===== src/rtl/ifu_pkg.sv =====
// ifu_pkg: shared state encoding and PC constants for the instruction fetch unit.
package ifu_pkg;
   typedef enum logic [1:0] {IDLE, FETCH, STALL, HALT} ifu_state_e;
   localparam int PC_W = 32;
   localparam logic [PC_W-1:0] PC_RESET = 32'd100;
   localparam logic [PC_W-1:0] PC_STEP = 32'd4;
   localparam logic [PC_W-1:0] PC_LIMIT = 32'd255;
endpackage


===== src/rtl/ifu_out_reg.sv =====
// ifu_out_reg: valid/ready output register holding the fetched instruction and its address.
module ifu_out_reg
   import ifu_pkg::*;
(
   input  logic            clk,
   input  logic            reset,
   input  logic            load,
   input  logic            flush,
   input  logic            ready,
   input  logic [PC_W-1:0] data_in,
   input  logic [PC_W-1:0] pc_in,
   output logic [PC_W-1:0] inst_out,
   output logic [PC_W-1:0] pc_out,
   output logic            inst_valid
);
   logic [PC_W-1:0] inst_q, inst_d, pc_q, pc_d;
   logic            valid_q, valid_d;
   // A handshake without a new load drains the register.
   always_comb begin
      valid_d = flush ? 1'b0 : load ? 1'b1 : (valid_q && ready) ? 1'b0 : valid_q;
      inst_d  = load ? data_in : inst_q;
      pc_d    = load ? pc_in : pc_q;
   end
   always_ff @(posedge clk or posedge reset) begin
      if (reset) begin
         inst_q  <= '0;
         pc_q    <= '0;
         valid_q <= 1'b0;
      end else begin
         inst_q  <= inst_d;
         pc_q    <= pc_d;
         valid_q <= valid_d;
      end
   end
   assign inst_out   = inst_q;
   assign pc_out     = pc_q;
   assign inst_valid = valid_q;
endmodule


===== src/rtl/instruction_fetch_unit.sv =====
// instruction_fetch_unit: PC sequencer feeding decode over valid/ready with start/halt control.
// IFU_LIMIT_HALT_EN: halt instead of fetching past PC_LIMIT.
module instruction_fetch_unit
   import ifu_pkg::*;
(
   input  logic            clk,
   input  logic            reset,
   input  logic            start,
   output logic [PC_W-1:0] imem_addr,
   input  logic [PC_W-1:0] imem_data,
   output logic [PC_W-1:0] inst_out,
   output logic [PC_W-1:0] pc_out,
   output logic            inst_valid,
   input  logic            inst_ready,
   input  logic            redirect,
   input  logic [PC_W-1:0] redirect_target,
   output logic            halted,
   output logic            busy
);
   ifu_state_e      state_q, state_d;
   logic [PC_W-1:0] pc_q, pc_d;
   logic            load, flush, can_load, over;
   assign can_load = !inst_valid || inst_ready;
`ifdef IFU_LIMIT_HALT_EN
   assign over   = pc_q > PC_LIMIT;
   assign halted = state_q == HALT;
`else
   assign over   = 1'b0;
   assign halted = 1'b0;
`endif
   always_comb begin
      state_d = state_q;
      pc_d    = pc_q;
      load    = 1'b0;
      flush   = 1'b0;
      case (state_q)
         IDLE: begin
            pc_d    = redirect ? redirect_target : pc_q;
            state_d = start ? FETCH : IDLE;
         end
         FETCH, STALL, HALT: begin
            // Redirect wins over any load; a same-cycle handshake is simply dropped by the flush.
            if (redirect) begin
               pc_d    = redirect_target;
               flush   = 1'b1;
               state_d = FETCH;
            end else if (state_q != HALT) begin
               if (!can_load) begin
                  state_d = STALL;
               end else if (over) begin
                  state_d = HALT;
               end else begin
                  load    = 1'b1;
                  pc_d    = pc_q + PC_STEP;
                  state_d = FETCH;
               end
            end
         end
      endcase
   end
   always_ff @(posedge clk or posedge reset) begin
      if (reset) begin
         state_q <= IDLE;
         pc_q    <= PC_RESET;
      end else begin
         state_q <= state_d;
         pc_q    <= pc_d;
      end
   end
   ifu_out_reg u_out (
      .clk        (clk),
      .reset      (reset),
      .load       (load),
      .flush      (flush),
      .ready      (inst_ready),
      .data_in    (imem_data),
      .pc_in      (pc_q),
      .inst_out   (inst_out),
      .pc_out     (pc_out),
      .inst_valid (inst_valid)
   );
   assign imem_addr = pc_q;
   assign busy      = state_q == FETCH || state_q == STALL;
endmodule

===== config.mk =====
export PLATFORM = sky130hd
export DESIGN_NAME = instruction_fetch_unit
export DESIGN_NICKNAME = d
export VERILOG_FILES = /design/src/rtl/ifu_pkg.sv /design/src/rtl/ifu_out_reg.sv /design/src/rtl/instruction_fetch_unit.sv
export SDC_FILE = /design/constraint.sdc
export NUM_CORES = 1
export LEC_CHECK = 0
export ABC_AREA = 0
export BUFFER_PORTS_ARGS = -buffer_cell sky130_fd_sc_hd__buf_2
export CAP_MARGIN = 0
export CELL_PAD_IN_SITES_DETAIL_PLACEMENT = 1
export CELL_PAD_IN_SITES_GLOBAL_PLACEMENT = 1
export CORE_MARGIN = 2
export CORE_UTILIZATION = 34
export DETAILED_ROUTE_END_ITERATION = 16
export PLACE_DENSITY_LB_ADDON = 0.1
export SLEW_MARGIN = 25
export SYNTH_ARGS = -nofsm -noshare
export SYNTH_HDL_FRONTEND = slang
export SYNTH_SLANG_ARGS = --single-unit

===== constraint.sdc =====
create_clock -name clk -period 3.15 [get_ports clk]
set_clock_uncertainty 0.2 [all_clocks]
set_input_delay 0.315 -clock clk [delete_from_list [all_inputs] [get_ports clk]]
set_output_delay 0.315 -clock clk [all_outputs]
set_load 0.03 [all_outputs]

==> results by group, run 1 <==
Detailed routing
  – DR DRC count: 0
  – Final wirelength: 13700 um
  – Antenna violation net count after detailed routing: 0
  – Routed vias/inst: between 5 and 6
  – Routed vias: about 4000
  – Count of TritonRoute iterations in the first routing pass: 4
  – Initial DRC Count: 126
  – Routed length per instance: approximately 18 um

Synth
  – Net count after synthesis: approximately 480
  – Post-synthesis cell area: approximately 4600 um2
  – #FFs+latches synth: a little under 100
  – Avg Cell Area, Syn: between 10 and 15 um2
  – Sequential element share of the synthesized area: 0.545
  – Share of flip-flops with an asynchronous set or reset: 1.00
  – Synth Instances: approximately 400
  – Leading register cell type out of synthesis: sky130_fd_sc_hd__dfrtp_1
  – Number of enable flip-flop cells after synthesis: 0
  – Count of different cell masters after synthesis: 47
  – Number of synthesis warnings: 0

Clock network
  – Clk Latency, worst-skew pair: roughly 0.36 ns
  – TritonCTS clock tree: built
  – Clock sink total: 99
  – Buffers inserted by post-CTS timing repair: 0
  – Count of H-tree levels built during CTS: 3
  – CTS Buffer Depth: 2
  – Clock-pin slew reported for the worst setup and hold paths after clock tree synthesis: around 0.070 ns
  – Root buf cell: sky130_fd_sc_hd__clkbuf_16
  – Total clock buffers created by CTS: 9

Placement
  – DP Worst Slack: a little over 0.8 ns
  – Count of buffers inserted at the top-level ports: between 150 and 200
  – Global placer's final weighted congestion: 0.750
  – Placed wire-length estimate: between 9000 and 10000 um
  – Cell count after placement: 729

GRT
  – Remaining global-route overflow: 0
  – Number of antenna violations at the first check in global routing: 0
  – Vias in the first global route: a little over 4000
  – Aggregate global-route resource usage: 0.201
  – Pin count of the biggest net entering global routing: slightly below 70
  – Global-route wire length before repair: 22200 um

Setup path
  – Crit-path max FO: 54
  – Slowest-stage cell, CP: sky130_fd_sc_hd__mux2_2
  – Data arrival time of the worst path: about 2.4 ns
  – Crit-path leading delay family: simple AND/OR/NAND/NOR gates
  – Data required time at the worst endpoint: about 3.2 ns
  – Maximum cell stage delay along the critical path: between 0.3 and 0.4 ns
  – Critical path class: register to register
  – Startpoint type of the worst setup path: register
  – Number of buffers and inverters on the critical path: 2
  – Cells traversed along the worst timing path: inv_1 > ha_1 > or2_1 > nor3_4 > buf_12 > mux2_2
  – Category of the worst setup path capture point: register

Power and ir drop
  – Worst VDD drop: between 0.4 and 0.5 mV
  – Areal power density over the cells: between 900 and 1000 nW/um2
  – Leak: between 2 and 3 nW

Finish
  – Most frequent standard cell in the layout excluding fill and tap cells: sky130_fd_sc_hd__buf_2
  – Layout Utilization: 0.476
  – Area growth from synthesis to layout: 37.4%
  – Most frequent cells in the layout: 166 x sky130_fd_sc_hd__buf_2, 96 x sky130_fd_sc_hd__dfrtp_1, 62 x sky130_fd_sc_hd__mux2_2
  – Filler cell count: 1506
  – Inserted Diodes: 0
  – Number of nets in the layout: approximately 670
  – Layout cells sized above 1: 0.440
  – Area occupied by multi-input gates: between 1500 and 2000 um2
  – FF/Latch Area: around 2500 um2
  – Post-route non-filler standard cell count: roughly 800

STA
  – Period minus WS final: roughly 2.4 ns
  – Final count of pins violating max slew: 0
  – Sum of negative setup slack: 0 ns
  – Number of hold violations in the final report: 0
  – Fmax: 0.424 GHz
  – Setup slack after layout: ~0.79 ns
  – # setup viols final: 0
  – Setup repair after global routing missed its margin: false
  – Fraction of the cycle the final worst path needs: 0.749

Die
  – Effective utilization at floorplan: 0.347
  – Vertical die dimension: 120 um
  – Boundary Pins: about 170
  – Cell row count: between 40 and 50
  – Core outline area: around 13000 um2
  – Die footprint: 14300 um2
  – Die width: approximately 120 um

Status
  – Result of the run: finished clean

Flow run
  – # Max-Cap Violations: 0

Worst hold path
  – Classification of the worst-slack hold path: primary input to register
[final timing paths]
kind,start,to,slack [ns],depth (start not counted)
worst min register to register,u_out.pc_out[12],u_out.pc_out[12],0.29,1
worst max-delay path,state_q[0],u_out.pc_out[11],0.79,6
worst max register to register,state_q[0],u_out.pc_out[11],0.79,6
min in group asynchronous,reset,u_out.inst_out[15],0.31,3
max in group asynchronous,reset,imem_addr[6],1.70,4
worst min-delay path,redirect_target[3],imem_addr[3],0.03,3
[final cells by class]
| type | instances | area share |
|---|---|---|
| Clock buffer | 12 | 0.0410 |
| Clock inverter | 4 | 0.00520 |
| Inverter | 6 | 0.00400 |
| Multi-Input combinational cell | 271 | 0.311 |
| Sequential cell | 99 | 0.396 |
| Tap cell | 176 | 0.0352 |
| Timing Repair Buffer | 213 | 0.208 |
[flip-flops by register name (all words and copies together), names as in the netlist]
name              count
u_out.inst_valid      1
u_out.inst_out       32
state_q               2
imem_addr            32
u_out.pc_out         32
[cells by family after synthesis]
group	synth area share
other cells	0.000823
buf+inv	0.0313
simple gates	0.110
flops	0.545
fa+ha+maj	0.0110
mux	0.163
compound gates	0.138
[cells in the mapped netlist (4+ instances only)]
| library cell | number | area [um2] |
|---|---|---|
| sky130_fd_sc_hd__a21oi_1 | 42 | 210 |
| sky130_fd_sc_hd__a2bb2oi_1 | 5 | 43.8 |
| sky130_fd_sc_hd__a31oi_1 | 6 | 37.5 |
| sky130_fd_sc_hd__and4_1 | 6 | 52.6 |
| sky130_fd_sc_hd__buf_2 | 9 | 45.0 |
| sky130_fd_sc_hd__clkbuf_1 | 15 | 56.3 |
| sky130_fd_sc_hd__dfrtp_1 | 96 | 2400 |
| sky130_fd_sc_hd__ha_1 | 4 | 50.1 |
| sky130_fd_sc_hd__inv_1 | 6 | 22.5 |
| sky130_fd_sc_hd__mux2_1 | 4 | 45.0 |
| sky130_fd_sc_hd__mux2_2 | 62 | 698 |
| sky130_fd_sc_hd__nand2_1 | 27 | 101 |
| sky130_fd_sc_hd__nand3_1 | 18 | 90.1 |
| sky130_fd_sc_hd__nand4_1 | 7 | 43.8 |
| sky130_fd_sc_hd__nor2_1 | 22 | 82.6 |
| sky130_fd_sc_hd__o21ai_0 | 17 | 85.1 |
| sky130_fd_sc_hd__o22ai_1 | 10 | 62.6 |
| sky130_fd_sc_hd__o32ai_1 | 4 | 35.0 |
[metal layers]
metal	up-vias	routed length, um	share of wire	global-route usage
li1	1880	-	-	-
met1	1972	5880	0.43	0.251
met2	101	6890	0.50	0.336
met3	21	573	0.042	0.0404
met4	0	363	0.026	0.0890
met5	-	0	0	0
[power breakdown]
| group | switching, W | internal (W) | total (W) |
|---|---|---|---|
| clock network | 0.000502 | 0.000585 | 0.00109 |
| registers | 0.000405 | 0.00177 | 0.00217 |
| logic | 0.00173 | 0.000920 | 0.00265 |
| total | 0.00264 | 0.00327 | 0.00591 |
[worst min-delay path: stages]
cell and delay [ns]:
sky130_fd_sc_hd__buf_2 0.10, sky130_fd_sc_hd__nand2_1 0.05, sky130_fd_sc_hd__a31oi_1 0.08
[per-stage QoR]
stage	hold WS (ns)	power, W	cell area (um2)
3_5_place_dp	0.150	0.00483	5610
5_1_grt	0.0348	0.00627	6260
6_report	0.0282	0.00591	6260
2_1_floorplan	0.204	0.00396	4550
4_1_cts	0.0109	0.00599	6260
3_3_place_gp	0.145	0.00477	5610
[what timing repair did]
action	4_1_cts	5_1_grt
hold endpoints to repair	66	0
resized for setup	0	0
hold buffers	36	0
Power figures use the tool's default switching activity.
==> run 2: changes to the inputs <==
--- a/config.mk
+++ b/config.mk
@@ -5,13 +5,13 @@
 export SDC_FILE = /design/constraint.sdc
 export NUM_CORES = 1
 export LEC_CHECK = 0
-export ABC_AREA = 0
+export ABC_AREA = 1
 export BUFFER_PORTS_ARGS = -buffer_cell sky130_fd_sc_hd__buf_2
 export CAP_MARGIN = 0
 export CELL_PAD_IN_SITES_DETAIL_PLACEMENT = 1
 export CELL_PAD_IN_SITES_GLOBAL_PLACEMENT = 1
 export CORE_MARGIN = 2
-export CORE_UTILIZATION = 34
+export CORE_UTILIZATION = 37
 export DETAILED_ROUTE_END_ITERATION = 16
 export PLACE_DENSITY_LB_ADDON = 0.1
 export SLEW_MARGIN = 25
==> constraint.sdc (replaced) <==
create_clock -name clk -period 2.43 [get_ports clk]
set_clock_uncertainty 0.2 [all_clocks]
set_input_delay 0.243 -clock clk [delete_from_list [all_inputs] [get_ports clk]]
set_output_delay 0.243 -clock clk [all_outputs]
set_load 0.03 [all_outputs]
==> results by group, run 2 <==
Status
  – Result of the run: finished clean

Finish
  – Area growth from synthesis to layout: 33.5%
  – Most frequent standard cell in the layout excluding fill and tap cells: sky130_fd_sc_hd__nand2_1
  – Post-route design area: 6670 um2 (+6.6%)
  – Layout Utilization: 0.506 (+0.0292)
  – Inserted Diodes: 0 (unchanged)
  – Most frequent cells in the layout: 173 x sky130_fd_sc_hd__nand2_1, 166 x sky130_fd_sc_hd__buf_2, 96 x sky130_fd_sc_hd__dfrtp_1
  – Number of nets in the layout: 870 (+29%)
  – Layout cells sized above 1: 0.318 (-0.122)

Detailed routing
  – DR DRC count: 0 (unchanged)
  – Count of TritonRoute iterations in the first routing pass: 4 (unchanged)
  – Routed vias: 4754 (+20%)
  – Antenna violation net count after detailed routing: 0 (unchanged)
  – Final wirelength: 15800 um (+15%)
  – Routed vias/inst: 4.86 (-4.5%)
  – Initial DRC Count: 167 (+33%)
  – Routed length per instance: 16.1 um (-8.0%)

STA
  – Setup slack after layout: 0.360 ns (-0.432 ns)
  – Period minus WS final: 2.07 ns (-0.288 ns)
  – Worst slew slack as a fraction of its limit: 0.496
  – # setup viols final: 0 (unchanged)
  – Hold_ws: 0.0193 ns (-0.00884 ns)
  – Actual slew at the worst max-slew pin: approximately 0.75 ns
  – Sum of negative setup slack: 0 ns (unchanged)
  – Fraction of the cycle the final worst path needs: 0.852 (+0.103)
  – Setup repair after global routing missed its margin: false
  – Fmax: 0.483 GHz (+14%)
  – Number of hold violations in the final report: 0 (unchanged)
  – Final count of pins violating max slew: 0 (unchanged)

Die
  – Core outline area: 13200 um2 (+0.40%)
  – Cell row count: 42 (unchanged)
  – Effective utilization at floorplan: 0.379 (+0.0322)
  – Vertical die dimension: 120 um (+0.40%)
  – Die width: 120 um (+0.40%)
  – Die footprint: 14500 um2 (+0.80%)
  – Boundary Pins: 168 (unchanged)

Synth
  – Share of flip-flops with an asynchronous set or reset: 1.00 (unchanged)
  – Post-synthesis cell area: 5000 um2 (+9.7%)
  – Count of different cell masters after synthesis: 29 (-38%)
  – Post-synth top area share: 0.481 (-0.0468)
  – Synth top area cells: sky130_fd_sc_hd__dfrtp_1 48%, sky130_fd_sc_hd__nand2_1 13%, sky130_fd_sc_hd__mux2_2 7.7%
  – Net count after synthesis: 674 (+42%)
  – Number of synthesis warnings: 0 (unchanged)
  – Cell type with the highest aggregate area in the netlist: sky130_fd_sc_hd__dfrtp_1
  – Number of enable flip-flop cells after synthesis: 0 (unchanged)
  – Top cell types by occurrence after synthesis: 173 x sky130_fd_sc_hd__nand2_1, 96 x sky130_fd_sc_hd__dfrtp_1, 69 x sky130_fd_sc_hd__nor2_1
  – #FFs+latches synth: 99 (unchanged)
  – Sequential element share of the synthesized area: 0.496 (-0.0483)
  – Leading register cell type out of synthesis: sky130_fd_sc_hd__dfrtp_1
  – Top-count cell post-synth: sky130_fd_sc_hd__nand2_1
  – Avg Cell Area, Syn: 8.31 um2 (-27%)
  – Synth Instances: 601 (+50%)

GRT
  – Remaining global-route overflow: 0 (unchanged)
  – Number of antenna violations at the first check in global routing: 0 (unchanged)
  – Global-route wire length before repair: 26000 um (+17%)
  – Aggregate global-route resource usage: 0.228 (+0.0272)
  – Vias in the first global route: 5214 (+28%)
  – Pin count of the biggest net entering global routing: 95 (+38%)

Setup path
  – Slowest-stage cell, CP: sky130_fd_sc_hd__dfrtp_1
  – Most used cell, CP: sky130_fd_sc_hd__nand2_2
  – Maximum cell stage delay along the critical path: 0.40 ns (+0.02 ns)
  – Startpoint type of the worst setup path: register
  – Crit-path max FO: 31 (-43%)
  – Cells traversed along the worst timing path: inv_1 > ha_1 > nor2_4 > nand2_2 > nand2_2 > inv_2 > o21ai_1 > a21oi_1
  – Data required time at the worst endpoint: 2.50 ns (-0.69 ns)
  – Category of the worst setup path capture point: register
  – Data arrival time of the worst path: 2.13 ns (-0.27 ns)
  – Critical path class: register to register

Clock network
  – Buffers inserted by post-CTS timing repair: 0 (unchanged)
  – CTS Buffer Depth: 2 (unchanged)
  – Clock sink total: 99 (unchanged)
  – Count of H-tree levels built during CTS: 3 (unchanged)
  – Root buf cell: sky130_fd_sc_hd__clkbuf_16
  – Resize count post-CTS: 0 (unchanged)
  – Total clock buffers created by CTS: 9 (unchanged)
  – Clock-pin slew reported for the worst setup and hold paths after clock tree synthesis: 0.07 ns (about the same)
  – TritonCTS clock tree: built
  – Clk Latency, worst-skew pair: 0.35 ns (about the same)

Power and ir drop
  – Areal power density over the cells: 1500 nW/um2 (+59%)
  – Worst VDD drop: 0.740 mV (+82%)
  – Leak: 3.32 nW (+20%)

Flow run
  – # Max-Cap Violations: 0 (unchanged)

Placement
  – Global placer's final weighted congestion: 0.853 (+14%)
  – Area after DPL: 6010 um2 (+7.1%)
  – DP Worst Slack: 0.369 ns (-0.446 ns)
  – Count of buffers inserted at the top-level ports: 166 (unchanged)
  – Placed wire-length estimate: 11500 um (+22%)

Worst hold path
  – Classification of the worst-slack hold path: primary input to register
## run 2: cell count changes after synthesis, moves of 14 or more
cell / delta
sky130_fd_sc_hd__nand3_1: +15
sky130_fd_sc_hd__o21ai_0: +23
sky130_fd_sc_hd__nor2_1: +47
sky130_fd_sc_hd__a21oi_1: -28
sky130_fd_sc_hd__o21ai_1: +14
sky130_fd_sc_hd__mux2_2: -28
sky130_fd_sc_hd__nand2_1: +146
sky130_fd_sc_hd__inv_1: +44
## run 2: power by group
part	switching (W)	internal (W)
sequential	0.000716	0.00250
clock	0.000615	0.000754
combinational	0.00380	0.00163
total	0.00513	0.00488
## run 2: repair_timing
| action | CTS | global route |
|---|---|---|
| hold buffers | 38 | 0 |
| setup endpoints to repair | 0 | 0 |
| endpoints found under the hold margin | 63 | 0 |
## run 2: area by class of cell
class,count,area [um2]
multi-input cells,425,2180
clock buffers,13,260
clock inverters,3,21.3
well taps,176,220
inverters,53,203
flip-flops and latches,99,2480
fillers,1655,6520
repair buffers,209,1300
## run 2: critical path: cells and delay by family, from the launching register on
family,cells,cell delay [ns]
fa+ha+maj,1,0.26
flops,1,0.40
compound gates,2,0.37
buf+inv,2,0.49
simple gates,3,0.27
## run 2: metrics by stage
stage,instances,power [W]
after floorplan,601,0.00695
after global placement,924,0.00846
after detailed placement,924,0.00864
after CTS,978,0.0101
after global routing,978,0.0107
final,978,0.0100
## run 2: logic make-up after synthesis
kind of cell	after synthesis	synth area share
muxes	35	0.0796
other	1	0.000750
buffers and inverters	77	0.0689
DFF	99	0.496
and+or+nand+nor	307	0.263
adders and majority gates	4	0.0100
AOI/OAI and AO/OA	78	0.0816
## run 2: per-layer routing
layer,wire length (um),vias up,share of wire,track usage
li1,-,2298,-,-
met1,6950,2305,0.44,0.284
met2,7780,135,0.49,0.399
met3,801,16,0.051,0.0439
met4,250,0,0.016,0.0749
met5,0,-,0,0
## run 2: worst paths after layout
path	slack (ns)	endpoint	start	depth (start not counted)
max reg2reg	0.36	imem_addr[8]	state_q[1]	8
min in group asynchronous	0.38	u_out.inst_out[30]	reset	3
max	0.36	imem_addr[8]	state_q[1]	8
min	0.02	imem_addr[11]	redirect_target[11]	3
max in group asynchronous	1.00	imem_addr[17]	reset	4
min reg2reg	0.28	u_out.pc_out[23]	u_out.pc_out[23]	2
==> run 3: changes to the inputs <==
--- a/config.mk
+++ b/config.mk
@@ -11,7 +11,7 @@
 export CELL_PAD_IN_SITES_DETAIL_PLACEMENT = 1
 export CELL_PAD_IN_SITES_GLOBAL_PLACEMENT = 1
 export CORE_MARGIN = 2
-export CORE_UTILIZATION = 37
+export CORE_UTILIZATION = 39
 export DETAILED_ROUTE_END_ITERATION = 16
 export PLACE_DENSITY_LB_ADDON = 0.1
 export SLEW_MARGIN = 25
==> constraint.sdc (replaced) <==
create_clock -name clk -period 2.6 [get_ports clk]
set_clock_uncertainty 0.2 [all_clocks]
set_input_delay 0.26 -clock clk [delete_from_list [all_inputs] [get_ports clk]]
set_output_delay 0.26 -clock clk [all_outputs]
set_load 0.03 [all_outputs]
==> results by group, run 3 (synthesis gave the netlist of run 2 again) <==
Status
  – Result of the run: finished clean

Clock network
  – Total clock buffers created by CTS: 9 (unchanged)
  – Clk Latency, worst-skew pair: 0.35 ns (about the same)
  – CTS Buffer Depth: 2 (unchanged)
  – Count of H-tree levels built during CTS: 3 (unchanged)
  – Clock-pin slew reported for the worst setup and hold paths after clock tree synthesis: 0.07 ns (about the same)
  – Root buf cell: sky130_fd_sc_hd__clkbuf_16
  – TritonCTS clock tree: built
  – Clock sink total: 99 (unchanged)

Power and ir drop
  – Portion of total power attributed to sequential cells: 0.322 (about the same)
  – Power, Total: 0.00936 W (-6.5%)
  – Net switching power: 0.00477 W (-7.1%)
  – Internal power consumption: 0.00459 W (-5.9%)
  – Leak: 3.31 nW (-0.23%)
  – Net switching share of the total power: 0.509 (-0.00303)
  – Areal power density over the cells: 1410 nW/um2 (-6.2%)
  – Worst VDD drop: 0.618 mV (-16%)
  – Clock share of power: 0.142 (+0.005)
  – Combinational group share of total power: 0.536 (-0.006)

Setup path
  – Critical path class: register to register
  – Cells traversed along the worst timing path: inv_1 > ha_1 > nor2_4 > buf_4 > nand2_1 > o22ai_1 > a22oi_1
  – Cell count of the worst reg-to-reg path: 7 (-1)
  – Maximum cell stage delay along the critical path: 0.49 ns (+0.09 ns)
  – Critical R2R Launch: state_q[0]
  – Terminus of the critical flop-to-flop path: imem_addr[6]
  – Slowest-stage cell, CP: sky130_fd_sc_hd__buf_4
  – Data required time at the worst endpoint: 2.65 ns (+0.15 ns)
  – Crit-path max FO: 53 (+71%)
  – Startpoint type of the worst setup path: register
  – Reg-to-reg setup timing slack: 0.51 ns (+0.14 ns)
  – Category of the worst setup path capture point: register
  – Data arrival time of the worst path: 2.15 ns (+0.02 ns)

STA
  – Worst slew slack as a fraction of its limit: 0.461 (-0.0349)
  – Final count of pins violating max slew: 0 (unchanged)
  – Fmax: 0.477 GHz (-1.2%)
  – Actual slew at the worst max-slew pin: 0.807 ns (+0.0522 ns)
  – # setup viols final: 0 (unchanged)
  – Sum of negative setup slack: 0 ns (unchanged)
  – Number of hold violations in the final report: 0 (unchanged)
  – Fraction of the cycle the final worst path needs: 0.806 (-0.0460)
  – Setup repair after global routing missed its margin: false
  – Period minus WS final: 2.09 ns (+0.0252 ns)

Detailed routing
  – Initial DRC Count: 211 (+26%)
  – DR DRC count: 0 (unchanged)
  – Final wirelength: 15700 um (-0.25%)
  – Routed vias: 4799 (+0.95%)
  – Antenna violation net count after detailed routing: 0 (unchanged)
  – Count of TritonRoute iterations in the first routing pass: 4 (unchanged)
  – Routed length per instance: 16.2 um (+0.26%)
  – Routed vias/inst: 4.93 (+1.5%)

Die
  – Die footprint: 13700 um2 (-5.0%)
  – Boundary Pins: 168 (unchanged)
  – Die width: 117 um (-2.5%)
  – Core outline area: 12600 um2 (-4.7%)
  – Effective utilization at floorplan: 0.398 (+0.0187)
  – Cell row count: 41 (-2.4%)
  – Vertical die dimension: 117 um (-2.5%)

GRT
  – Vias in the first global route: 5142 (-1.4%)
  – Pin count of the biggest net entering global routing: 95 (unchanged)
  – Remaining global-route overflow: 0 (unchanged)
  – Aggregate global-route resource usage: 0.239 (+0.0108)
  – Global-route wire length before repair: 25500 um (-1.9%)
  – Number of antenna violations at the first check in global routing: 0 (unchanged)

Flow run
  – # Max-Cap Violations: 0 (unchanged)

Placement
  – Placed wire-length estimate: 11300 um (-1.5%)
  – Global placer's final weighted congestion: 0.886 (+3.9%)
  – Area after DPL: 5990 um2 (-0.29%)
  – Count of buffers inserted at the top-level ports: 166 (unchanged)

Worst hold path
  – End of the worst hold path: imem_addr[12]
  – Launch instance of the worst min-delay path: redirect_target[12]
  – Number of cells on the worst hold path: 3 (unchanged)
  – Classification of the worst-slack hold path: primary input to register

Finish
  – Inserted Diodes: 0 (unchanged)
  – Layout cells sized above 1: 0.317 (-0.000851)
  – Area growth from synthesis to layout: 33.0%
  – Post-route design area: 6650 um2 (-0.32%)
  – Number of nets in the layout: 869 (-0.11%)
  – Most frequent cells in the layout: 173 x sky130_fd_sc_hd__nand2_1, 166 x sky130_fd_sc_hd__buf_2, 96 x sky130_fd_sc_hd__dfrtp_1
  – Most frequent standard cell in the layout excluding fill and tap cells: sky130_fd_sc_hd__nand2_1
[run 3: how the worst max path moves through the flow]
stage / start / endpoint / slack, ns / depth (start not counted)
6_report: state_q[0] / imem_addr[6] / 0.51 / 7
5_1_grt: state_q[0] / imem_addr[21] / 0.33 / 9
4_1_cts: state_q[0] / imem_addr[21] / 0.48 / 9
3_5_place_dp: state_q[0] / imem_addr[6] / 0.50 / 7
3_3_place_gp: state_q[0] / imem_addr[4] / 0.62 / 7
2_1_floorplan: imem_addr[2] / imem_addr[30] / 0.73 / 10
[run 3: stage by stage]
step                utilization  instances  hold WS, ns  setup WS, ns
floorplan                     -        601        0.209         0.733
global placement          0.477        920        0.244         0.623
detailed placement        0.477        920        0.259         0.499
CTS                       0.529        973       0.0101         0.481
global route              0.529        973       0.0436         0.330
finish                    0.529        973       0.0101         0.505
[run 3: critical path: cells and delay by family, from the launching register on]
family / cells / cell delay (ns)
adder cells (fa/ha/maj): 1 / 0.26
buffers and inverters: 2 / 0.57
flip-flops: 1 / 0.36
AND/OR/NAND/NOR: 2 / 0.33
AO/OA/AOI/OAI: 2 / 0.27
[run 3: area by class of cell]
cell class	count	area (um2)
Fill cell	1556	5920
Sequential cell	99	2480
Multi-Input combinational cell	425	2180
Timing Repair Buffer	208	1280
Clock buffer	12	236
Tap cell	172	215
Inverter	53	203
Clock inverter	4	51.3
[run 3: what timing repair did]
action | in CTS | in global routing
gates resized for setup | 0 | 0
setup buffers | 0 | 0
hold buffers | 37 | 0
endpoints found under the hold margin | 68 | 0
[run 3: power groups by stage]
stage               sequential (W)  clock (W)  combinational, W
finish                     0.00301    0.00133           0.00501
global route               0.00314    0.00141           0.00551
CTS                        0.00301    0.00135           0.00505
detailed placement         0.00303          0           0.00500
global placement           0.00298          0           0.00486
floorplan                  0.00442          0           0.00208
[run 3: per-layer routing]
layer,GRT usage,wire length [um],share of wire,vias to the layer above
met4,0.0706,226,0.014,0
met1,0.299,6710,0.43,2339
met5,0,0,0,-
met3,0.0499,932,0.059,16
met2,0.416,7870,0.50,134
li1,-,-,-,2310
